--- src/rtl/serial_adder_pkg.sv ---
// Shared definitions for the bit-serial adder.
//   state_t       : FSM state encoding (S_IDLE, S_SHIFT, S_DONE)
//   cnt_width()   : bit counter width for a given operand width
package serial_adder_pkg;

    typedef enum logic [1:0] {
        S_IDLE  = 2'd0,
        S_SHIFT = 2'd1,
        S_DONE  = 2'd2
    } state_t;

    // $clog2(2) is 1; the guard keeps the counter at least one bit wide.
    function automatic int cnt_width(input int width);
        return (width <= 2) ? 1 : $clog2(width);
    endfunction

endpackage

--- src/rtl/adder_1bit.sv ---
// Combinational one-bit full adder slice.
//   a, b, ci : input bits and carry-in
//   s, co    : sum bit and carry-out
module adder_1bit (
    input  logic a,
    input  logic b,
    input  logic ci,
    output logic s,
    output logic co
);

    assign s  = a ^ b ^ ci;
    assign co = (a & b) | (a & ci) | (b & ci);

endmodule

--- src/rtl/serial_adder.sv ---
// Bit-serial WIDTH-bit adder built around adder_1bit.
// Operands are captured on an accepted start and added one bit pair per clock,
// LSB first; the sum is reassembled in a right-shifting register.
//
// Ports:
//   clk, rst      : clock (rising edge), asynchronous active-high reset
//   start         : request; accepted only while idle (busy low, done low)
//   a_in, b_in    : operands, captured on the accepting edge
//   cin           : carry-in, captured on the accepting edge
//   busy          : high in SHIFT and DONE
//   done          : one-cycle pulse, sum/cout valid while high
//   sum, cout     : result; held until the next accepted start
//   dbg_state_o   : current FSM state, for observation
//
// Handshake: a start seen in IDLE is accepted on that edge; WIDTH edges later
// done pulses for exactly one cycle. Starts seen while busy are dropped; the
// caller must re-request once busy falls.
module serial_adder
    import serial_adder_pkg::*;
#(
    parameter int WIDTH = 8
) (
    input  logic             clk,
    input  logic             rst,
    input  logic             start,
    input  logic [WIDTH-1:0] a_in,
    input  logic [WIDTH-1:0] b_in,
    input  logic             cin,
    output logic             busy,
    output logic             done,
    output logic [WIDTH-1:0] sum,
    output logic             cout,
    output state_t           dbg_state_o
);

    localparam int             CW   = cnt_width(WIDTH);
    localparam logic [CW-1:0]  LAST = CW'(WIDTH - 1);

    state_t           state_q;
    logic [WIDTH-1:0] a_q;
    logic [WIDTH-1:0] b_q;
    logic [WIDTH-1:0] sum_q;
    logic [WIDTH-1:0] sum_d;
    logic             carry_q;
    logic             cout_q;
    logic             busy_q;
    logic             done_q;
    logic [CW-1:0]    cnt_q;
    logic             bit_s;
    logic             bit_c;

    adder_1bit u_bit (
        .a  (a_q[0]),
        .b  (b_q[0]),
        .ci (carry_q),
        .s  (bit_s),
        .co (bit_c)
    );

    // New sum bit enters at the MSB so that after WIDTH shifts the LSB
    // computed first has arrived at bit 0.
    assign sum_d = {bit_s, sum_q[WIDTH-1:1]};

    always_ff @(posedge clk or posedge rst) begin
        if (rst) begin
            state_q <= S_IDLE;
            a_q     <= '0;
            b_q     <= '0;
            sum_q   <= '0;
            carry_q <= 1'b0;
            cout_q  <= 1'b0;
            busy_q  <= 1'b0;
            done_q  <= 1'b0;
            cnt_q   <= '0;
        end else begin
            case (state_q)
                S_IDLE: begin
                    if (start) begin
                        a_q     <= a_in;
                        b_q     <= b_in;
                        carry_q <= cin;
                        cnt_q   <= '0;
                        sum_q   <= '0;
                        cout_q  <= 1'b0;
                        busy_q  <= 1'b1;
                        state_q <= S_SHIFT;
                    end
                end
                S_SHIFT: begin
                    sum_q   <= sum_d;
                    carry_q <= bit_c;
                    a_q     <= a_q >> 1;
                    b_q     <= b_q >> 1;
                    if (cnt_q == LAST) begin
                        // Counter wraps to zero rather than passing WIDTH-1.
                        cnt_q   <= '0;
                        cout_q  <= bit_c;
                        done_q  <= 1'b1;
                        state_q <= S_DONE;
                    end else begin
                        cnt_q <= cnt_q + CW'(1);
                    end
                end
                S_DONE: begin
                    done_q  <= 1'b0;
                    busy_q  <= 1'b0;
                    state_q <= S_IDLE;
                end
                default: begin
                    done_q  <= 1'b0;
                    busy_q  <= 1'b0;
                    state_q <= S_IDLE;
                end
            endcase
        end
    end

    assign busy        = busy_q;
    assign done        = done_q;
    assign sum         = sum_q;
    assign cout        = cout_q;
    assign dbg_state_o = state_q;

endmodule

--- config.mk ---
export PLATFORM = sky130hd
export DESIGN_NAME = serial_adder
export DESIGN_NICKNAME = d
export VERILOG_FILES = /design/src/rtl/serial_adder_pkg.sv /design/src/rtl/adder_1bit.sv /design/src/rtl/serial_adder.sv
export SDC_FILE = /design/constraint.sdc
export NUM_CORES = 1
export LEC_CHECK = 0
export CORE_ASPECT_RATIO = 0.75
export CORE_MARGIN = 1.5
export CORE_UTILIZATION = 47
export CTS_BUF_LIST = sky130_fd_sc_hd__clkbuf_4 sky130_fd_sc_hd__clkbuf_8
export CTS_CLUSTER_SIZE = 20
export DETAILED_ROUTE_END_ITERATION = 8
export PLACE_DENSITY_LB_ADDON = 0.2
export SLEW_MARGIN = 5
export SYNTH_ARGS = -nofsm -noshare
export SYNTH_HDL_FRONTEND = slang
export SYNTH_HIERARCHICAL = 1
export SYNTH_SLANG_ARGS = --single-unit
--- constraint.sdc ---
create_clock -name clk -period 1.4 [get_ports clk]
set_clock_uncertainty 0.1 [all_clocks]
set_input_delay 0.42 -clock clk [delete_from_list [all_inputs] [get_ports clk]]
set_output_delay 0.42 -clock clk [all_outputs]
set_load 0.1 [all_outputs]
==> metrics.md <==
| Metric | Value |
|---|---|
| Status | finished, violations left |
| Violated checks | negative setup slack |
| Slowest CP cell | dfrtp_4 |
| Leak Pwr | 1.16 nW |
| Area share of the leading cell type in the synthesized netlist | 54.5% |
| Number of global-route vias before repair | 1328 |
| Worst EP required | 0.88 ns |
| CP Capture Type | output port |
| Synth top cells by count | dfrtp_1 (33), inv_1 (15), a221oi_1 (12), nor4b_1 (12) |
| Post-synth EDFFs | 0 |
| Multi-input logic area | 813 µm² |
| Row cnt | 17 |
| Total grt overflow | 0 |
| Clock buffer count from CTS | 5 |
| Final layout net count | 211 |
| Most common flop cell mapped by yosys | dfrtp_1 |
| Power, Total | 6.94 mW |
| Fin crit period | 1.70 ns |
| WS Path Type | flop to output port |
| MaxCap Viol Count | 0 |
| Slew @ Worst Pin | 0.435 ns |
| Routed WL per cell | 22.2 µm |
| Number of port buffers | 32 |
| First-pass GRT wire length | 6640 µm |
| XOR/XNOR share of the synthesized area | 0% |
| Worst hold path type | input pin to asynchronous set/reset pin |
| Fin. max-slew vios | 0 |
| Fmax | 587 MHz |
| Crit Path Max Fanout | 2 |
| Slew margin rel. | 70.9% |
| Fin. Hold Viols | 0 |
| Horiz. Die Dim | 68.5 µm |
| Iteration-0 DRC count of the detailed router | 107 |
| # setup viols final | 40 |
| Layout area overhead | 77.1% |
| Reg clk slew, reported paths | 0.07 ns |
| Count leader, synth | dfrtp_1 |
| Post-Synth Simple-Gate Area | 15.5% |
| Layout Cells excl Fill | 227 |
| Pwr/cell area | 2590 nW/µm² |
| Yosys reg bits | 33 |
| Final ANT Viol Nets | 0 |
| Die H | 52.2 µm |
| Vias post-DR | 1410 |
| Drt drc | 0 |
| Ys async rst share | 100% |
| HPWL after DPL | 2230 µm |
| Yosys warnings | 6 |
| Final hold slack | 0.382 ns |
| Initial Util | 50.5% |
| Crit share post-route | 122% |
| Worst-Skew Late Latency | 0.29 ns |
| CTS Sinks | 33 |
| Yosys cell types | 25 |
| Peak supply drop | 1.53 mV |
| Crit path buf inv count | 3 |
| Final setup TNS | -5.01 ns |
| Crit-path max cell delay | 0.49 ns |
| RSZ-0062 raised after global routing | true |
| Synth top area cells | dfrtp_1 (55%), a221oi_1 (6.9%), nor4b_1 (6.9%), a22o_1 (6.4%), inv_1 (3.7%) |
| Share of post-route cells with drive strength above 1 | 51.9% |
| DP Area | 2100 µm² |
| Reg2reg end | carry_q |
| # diodes | 0 |
| Startpoint types | flop |
| Post-synth net total | 154 |
| Worst R2R Start | dbg_state_o[1] |
| Pre-CTS setup slack | -0.483 ns |
| Final Core Density | 89.4% |
| Filler cells | 113 |
| Root Buffer Master | clkbuf_8 |
| Worst-case clock buffer depth | 2 |
| Mapped Avg Cell Area | 11.6 µm² |
| Multiplexer share of the synthesized area | 0% |
| WL final | 5030 µm |
| Register Area | 847 µm² |
| Largest family of logic cells by synthesized area | compound AO/OA/AOI/OAI gates |
| Area of the core | 3000 µm² |
| TritonCTS clock tree | done |
| Hold buffer count at cts | 0 |
| CP dominant cell by count | buf_12 |
| Gate Count Post-Synth | 131 |
| Crit-path leading delay family | flip-flops |
| GRT Util Overall | 26.3% |
| FF-to-FF setup slack | -0.23 ns |
| Compound-Gate Fraction of Synth Area | 19.3% |
| Fin area | 2680 µm² |
| Worst r2r path cells | 4 |
| Crit path arrival time | 1.18 ns |
| RePlAce Congestion | 0.767 |
| I/O Pins | 33 |
| Post-DR vias/cell | 6.21 |
| Post-synth top area cell | dfrtp_1 |
| Register area share after synthesis | 54.5% |
| Initial antenna violation count | 0 |
| Post-route setup slack | -0.304 ns |
| Detailed Routing Iterations Pass 1 | 4 |
| Post-Synth Adder-Cell Area | 2.98% |
| Critical-path cell list | buf_12, buf_8, buf_12 |
| Die Area | 3570 µm² |
| Largest net degree at the start of global routing | 34 |
| Netlist Area Pre-Place | 1510 µm² |
| H-Tree Depth | 2 |
| Inst Count DP | 198 |
## cell usage in the layout (no fill, tap or decap), types with 2 or more instances in the layout
| cell type | synthesis | layout |
|---|---|---|
| a21oi_1 | 3 | 2 |
| a221oi_2 | 0 | 10 |
| a221oi_4 | 0 | 2 |
| a22o_1 | 11 | 11 |
| buf_12 | 0 | 16 |
| buf_4 | 0 | 15 |
| buf_6 | 0 | 7 |
| buf_8 | 0 | 2 |
| clkbuf_8 | 0 | 7 |
| clkdlybuf4s50_1 | 0 | 18 |
| dfrtp_1 | 33 | 20 |
| dfrtp_2 | 0 | 11 |
| dfrtp_4 | 0 | 2 |
| inv_1 | 15 | 15 |
| nand2_1 | 2 | 2 |
| nand2b_1 | 4 | 3 |
| nor2_1 | 8 | 8 |
| nor4b_1 | 12 | 2 |
| nor4b_2 | 0 | 9 |
| o221a_2 | 3 | 2 |
| or4b_1 | 3 | 2 |
## registers in the layout (all words and copies together) (netlist names), 2 cells and up
signal	flops
sum	8
b_q	8
dbg_state_o	2
cnt_q	3
a_q	8
## worst max-delay path by stage
stage / start / endpoint / slack [ns] / cells after the start
global placement: start / carry_q / -0.37 / 3
detailed placement: start / a_q[6] / -0.48 / 4
global route: dbg_state_o[1] / dbg_state_o[1] / -0.32 / 3
CTS: dbg_state_o[1] / dbg_state_o[1] / -0.30 / 3
floorplan: dbg_state_o[0] / carry_q / -0.23 / 3
finish: dbg_state_o[1] / dbg_state_o[1] / -0.30 / 3
## cell families after synthesis
group	Yosys count
compound gates	34
simple gates	34
flops	33
buf+inv	27
fa+ha+maj	3
## worst reg2reg max path: stages, from the launching register on
cell	delay, ns
dfrtp_4	0.49
buf_12	0.14
buf_6	0.14
or4b_4	0.50
o221a_4	0.15
## cell type report
class | count | area share (%)
Sequential cell | 33 | 31.6
Timing Repair Buffer | 62 | 30.4
Multi-Input combinational cell | 71 | 30.3
Clock buffer | 7 | 3.59
Inverter | 15 | 2.10
Tap cell | 38 | 1.77
Clock inverter | 1 | 0.187
## power breakdown
part	switching (mW)	total [mW]	internal, mW
Combinational	2.39	4.39	2.00
Clock	0.351	0.796	0.444
Sequential	0.338	1.75	1.41
## per-layer routing
metal  wire (µm)  part of all wire [%]  track usage [%]
met5           0                     0                0
met4         149                   3.0             9.33
met3         397                   7.9             8.01
met2        2470                    49             41.2
met1        2020                    40             34.6
## what timing repair did
| action | in CTS | in global routing |
|---|---|---|
| gates resized for setup | 31 | 17 |
| pin swaps | 0 | 4 |
| buffers inserted | 12 | 4 |
| gates cloned | 4 | 2 |
| endpoints found under the setup margin | 42 | 45 |
(Power assumes the default switching activity.)
